$ cat src/rtl/imm_gen_pipe.sv
// RV32I/RV64I immediate generator with one register stage and a 2-entry skid buffer.
// Decode is combinational on instr_i; main register drives the outputs, skid absorbs one stall.
module imm_gen_pipe #(
    parameter int XLEN    = 64,
    parameter bit EN_RV64 = 1'b1
) (
    input  logic            clk_i,
    input  logic            rst_i,
    input  logic            flush_i,
    input  logic            in_valid_i,
    output logic            in_ready_o,
    input  logic [31:0]     instr_i,
    output logic            out_valid_o,
    input  logic            out_ready_i,
    output logic [XLEN-1:0] imm_o,
    output logic [2:0]      fmt_o
);

    typedef enum logic [2:0] {
        FMT_R     = 3'd0,
        FMT_I     = 3'd1,
        FMT_S     = 3'd2,
        FMT_B     = 3'd3,
        FMT_U     = 3'd4,
        FMT_J     = 3'd5,
        FMT_SHAMT = 3'd6,
        FMT_ILL   = 3'd7
    } fmt_e;

    typedef struct packed {
        fmt_e                   fmt;
        logic signed [XLEN-1:0] imm;
    } dec_t;

    function automatic dec_t decode(input logic [31:0] ins);
        dec_t       d;
        logic [2:0] f3;
        d.fmt = FMT_ILL;
        d.imm = '0;
        f3    = ins[14:12];
        case (ins[6:0])
            7'b0000011, 7'b1100111: begin
                d.fmt = FMT_I;
                d.imm = {{(XLEN-12){ins[31]}}, ins[31:20]};
            end
            7'b0010011: begin
                if (f3 == 3'b001 || f3 == 3'b101) begin
                    d.fmt = FMT_SHAMT;
                    if (EN_RV64) d.imm = {{(XLEN-6){1'b0}}, ins[25:20]};
                    else         d.imm = {{(XLEN-5){1'b0}}, ins[24:20]};
                end else begin
                    d.fmt = FMT_I;
                    d.imm = {{(XLEN-12){ins[31]}}, ins[31:20]};
                end
            end
            7'b0011011: begin
                // Word-sized immediates; funct3 values outside 000/001/101 stay illegal.
                if (EN_RV64) begin
                    if (f3 == 3'b000) begin
                        d.fmt = FMT_I;
                        d.imm = {{(XLEN-12){ins[31]}}, ins[31:20]};
                    end else if (f3 == 3'b001 || f3 == 3'b101) begin
                        d.fmt = FMT_SHAMT;
                        d.imm = {{(XLEN-5){1'b0}}, ins[24:20]};
                    end
                end
            end
            7'b0100011: begin
                d.fmt = FMT_S;
                d.imm = {{(XLEN-12){ins[31]}}, ins[31:25], ins[11:7]};
            end
            7'b1100011: begin
                d.fmt = FMT_B;
                d.imm = {{(XLEN-13){ins[31]}}, ins[31], ins[7], ins[30:25], ins[11:8], 1'b0};
            end
            7'b0110111, 7'b0010111: begin
                d.fmt = FMT_U;
                d.imm = {{(XLEN-32){ins[31]}}, ins[31:12], 12'b0};
            end
            7'b1101111: begin
                d.fmt = FMT_J;
                d.imm = {{(XLEN-21){ins[31]}}, ins[31], ins[19:12], ins[20], ins[30:21], 1'b0};
            end
            7'b0110011, 7'b0111011: begin
                d.fmt = FMT_R;
                d.imm = '0;
            end
            default: begin
                d.fmt = FMT_ILL;
                d.imm = '0;
            end
        endcase
        return d;
    endfunction

    logic            main_valid_q, main_valid_d;
    logic [XLEN-1:0] main_imm_q,   main_imm_d;
    logic [2:0]      main_fmt_q,   main_fmt_d;
    logic            skid_valid_q, skid_valid_d;
    logic [XLEN-1:0] skid_imm_q,   skid_imm_d;
    logic [2:0]      skid_fmt_q,   skid_fmt_d;

    dec_t dec;
    logic accept;
    logic drain;

    assign in_ready_o  = ~skid_valid_q;
    assign out_valid_o = main_valid_q;
    assign imm_o       = main_imm_q;
    assign fmt_o       = main_fmt_q;

    assign accept = in_valid_i & ~skid_valid_q;
    assign drain  = main_valid_q & out_ready_i;

    always_comb begin
        dec          = decode(instr_i);
        main_valid_d = main_valid_q;
        main_imm_d   = main_imm_q;
        main_fmt_d   = main_fmt_q;
        skid_valid_d = skid_valid_q;
        skid_imm_d   = skid_imm_q;
        skid_fmt_d   = skid_fmt_q;
        if (flush_i) begin
            // Data registers keep their contents; only the valid bits are dropped.
            main_valid_d = 1'b0;
            skid_valid_d = 1'b0;
        end else if (skid_valid_q) begin
            if (drain) begin
                main_valid_d = 1'b1;
                main_imm_d   = skid_imm_q;
                main_fmt_d   = skid_fmt_q;
                skid_valid_d = 1'b0;
            end
        end else if (accept) begin
            if (!main_valid_q || drain) begin
                main_valid_d = 1'b1;
                main_imm_d   = dec.imm;
                main_fmt_d   = dec.fmt;
            end else begin
                skid_valid_d = 1'b1;
                skid_imm_d   = dec.imm;
                skid_fmt_d   = dec.fmt;
            end
        end else if (drain) begin
            main_valid_d = 1'b0;
        end
    end

    always_ff @(posedge clk_i or posedge rst_i) begin
        if (rst_i) begin
            main_valid_q <= 1'b0;
            skid_valid_q <= 1'b0;
            main_imm_q   <= '0;
            main_fmt_q   <= '0;
        end else begin
            main_valid_q <= main_valid_d;
            skid_valid_q <= skid_valid_d;
            main_imm_q   <= main_imm_d;
            main_fmt_q   <= main_fmt_d;
        end
    end

    // Skid payload is only ever read behind skid_valid_q, so it needs no reset.
    always_ff @(posedge clk_i) begin
        skid_imm_q <= skid_imm_d;
        skid_fmt_q <= skid_fmt_d;
    end

endmodule
$ cat config.mk
export PLATFORM = sky130hd
export DESIGN_NAME = imm_gen_pipe
export DESIGN_NICKNAME = d
export VERILOG_FILES = /design/src/rtl/imm_gen_pipe.sv
export SDC_FILE = /design/constraint.sdc
export NUM_CORES = 1
export LEC_CHECK = 0
export CAP_MARGIN = 20
export CORE_UTILIZATION = 48
export CTS_CLUSTER_SIZE = 8
export DETAILED_ROUTE_END_ITERATION = 7
export PLACE_DENSITY = 0.82
export SYNTH_ARGS = -nofsm -noshare
export SYNTH_HDL_FRONTEND = slang
export SYNTH_SLANG_ARGS = --single-unit
$ cat constraint.sdc
create_clock -name clk_i -period 3 [get_ports clk_i]
set_clock_uncertainty 0.05 [all_clocks]
set_input_delay 0.3 -clock clk_i [delete_from_list [all_inputs] [get_ports clk_i]]
set_output_delay 0.3 -clock clk_i [all_outputs]
set_load 0.03 [all_outputs]
==> results by group <==
Yosys
  • Cells after Synth: 359
  • Post-Syn Area: between 3000 and 4000 sq um
  • Syn Area/Cell: just over 10 sq um
  • Synth top area cells: edfxtp_1 (28%), dfrtp_1 (25%), buf_4 (6.5%), nand2_1 (6.2%), or3_1 (3.9%)
  • Yosys top cell area share: about 28%
  • Synth cell types: 55
  • Yosys warning total: 0
  • Yosys reg bits: between 70 and 80
  • Ys flop type: dfrtp_1
  • Post-Syn Nets: between 300 and 400
  • Sequential fraction of the synthesis area: a little over half
  • Leading area contributor after synthesis: edfxtp_1
  • EDFF count, synth: 35
  • Ys async rst share: about half

Floorplanning
  • Die area: slightly above 8000 sq um
  • # IOs: between 100 and 150
  • FP Rows: 31
  • Die height: roughly 90 um
  • Core Area: between 7000 and 8000 sq um
  • Width of the die: around 90 um
  • Starting Density: ~50%

Cells and area
  • Antenna diodes: 0
  • Final Util: roughly 65%
  • Area delta synth->final: 29.35%
  • Most frequent cells in the layout: clkdlybuf4s50_1 (105), nand2_1 (61), dfrtp_1 (37)
  • Fin nets: 470
  • Commonest non-fill, non-tap cell in the layout: clkdlybuf4s50_1
  • Layout cells sized above 1: 8.904%

Global route
  • Global-route wire length before repair: 15.24 mm
  • Number of global-route vias before repair: about 2900
  • GR Util All Layers: about 24%
  • Grt ovf: 0
  • Initial antenna violation count: 0
  • Largest net degree at the start of global routing: 38

Clock tree
  • CTS tree: done
  • CTS Hold Bufs: 0
  • Clock Sinks: 72
  • Post-CTS Setup Bufs: 0
  • Clk_lat worst skew: about 0.35 ns
  • Worst-path clk slew: 0.08 ns
  • Root buf cell: clkbuf_8
  • CTS buffer count: 9
  • Clock buffer depth: 2
  • # resized after CTS: 0
  • H-tree depth: 3

Placed design
  • Port Buffers: about 110
  • Gpl congestion: roughly 0.88
  • Post-place setup slack: 0.3054 ns
  • DPL Wire Length: 6.303 mm

Worst setup path
  • CP required: ~2.7 ns
  • Crit Path Category: reg2out
  • Startpoint Class: flip-flop
  • WP buf/inv: 1
  • Slowest CP cell: dfrtp_1
  • Crit path max-delay family: flip-flops
  • Critical Path, Cell by Cell: clkdlybuf4s50_1
  • Arrival time worst endpoint: approximately 2.0 ns
  • CP endpoint kind: output pin
  • CP max stage delay: about 0.9 ns
  • Peak fanout along the critical path: 34

Run status
  • Status: completed

Power
  • Tot Pwr: ~2.7 mW
  • Leak: 1.858 nW
  • Cell area power density: between 500 and 600 nW/um^2
  • Peak VDD IR: 0.4106 mV

Timing
  • Worst hold slack: between 0.3 and 0.4 ns
  • Fin crit share: between 70% and 80%
  • Max frequency: 418.8 MHz
  • Setup TNS: 0 ns
  • Count of final max-slew check failures: 0
  • RSZ-0062 raised after global routing: false
  • Final min period: approximately 2.4 ns
  • Final hold violation count: 0
  • Least-Margin Pin Slew: around 0.80 ns
  • Worst Slack Setup Final: 0.6124 ns
  • Final number of setup-violating endpoints: 0
  • Max-slew headroom: between 40% and 50%

Route
  • Via Count: around 3000
  • Routed Antenna Nets: 0
  • Wirelength, routed: about 9 mm
  • # DRC: 0
  • Detailed router's first-iteration violation count: 250
  • Via density: approximately 5.6
  • Routed WL per cell: between 15 and 20 um
  • Initial DRT Pass Iterations: 5

Flow run
  • # Max-Cap Violations: 0

Min path
  • Worst min-delay path category: in2async
[area by class of cell]
type,instances,area [sq um]
fillers,583,2584
multi-input cells,232,1376
clock buffers,9,123.9
clock inverters,7,55.05
repair buffers,113,1111
well taps,99,123.9
flip-flops and latches,72,1977
inverters,5,18.77
[per-stage QoR]
step                instance area (sq um)  std cells
global route                         4786        537
global placement                     4607        521
detailed placement                   4607        521
floorplan                            3700        359
CTS                                  4786        537
finish                               4786        537
[registers in the layout (all words and copies together), names as in the netlist]
signal	count
skid_fmt_q	3
skid_valid_q	1
skid_imm_q	32
imm_o	32
out_valid_o	1
fmt_o	3
[worst paths after layout]
kind / from / endpoint / slack [ns] / cells past startpoint
worst max-delay path: imm_o[62] / imm_o[33] / 0.61 / 1
worst min-delay path: rst_i / imm_o[1] / 0.31 / 3
worst max register to register: skid_valid_q / imm_o[24] / 0.68 / 5
worst min register to register: imm_o[8] / imm_o[8] / 0.43 / 2
max in group asynchronous: rst_i / fmt_o[0] / 2.25 / 3
min in group clk_i: imm_o[8] / imm_o[8] / 0.43 / 2
[routing by layer]
layer  vias up  global-route usage, %  routed length, um
met5         -                      0                  0
met4         0                  9.153                143
met3        15                  5.330                719
met2       156                  39.42               4496
met1      1428                  31.44               3786
li1       1415                      -                  -
[cell families after synthesis]
group | share of synthesized area, %
AOI/OAI and AO/OA | 16.94
buffers and inverters | 9.435
and+or+nand+nor | 20.19
DFF | 53.43
[cells in the mapped netlist (all sizes together) (2+ instances only)]
master and number:
and3 4, a211oi 2, edfxtp 35, and3b 2, nor2b 11, nand3 16
dfrtp 37, a22o 4, buf 40, o211ai 5, o21ai 30, a211o 2
a2bb2oi 4, a21o 3, and4b 2, nor2 6, or3 23, a221o 2
or2 2, inv 5, a31oi 2, nand2b 3, nand2 62, a21oi 25
o221ai 2, clkbuf 10, nor4b 2
[tightest hold or removal path: stages]
cell and delay, ns:
clkdlybuf4s50_1 0.39, inv_1 0.05, buf_4 0.41
[power by group]
part | total [mW] | switching, mW | internal [mW]
registers | 1.20 | 0.0681 | 1.13
logic | 0.811 | 0.477 | 0.334
clock network | 0.694 | 0.387 | 0.306
total | 2.70 | 0.932 | 1.77
Power figures use the tool's default switching activity.
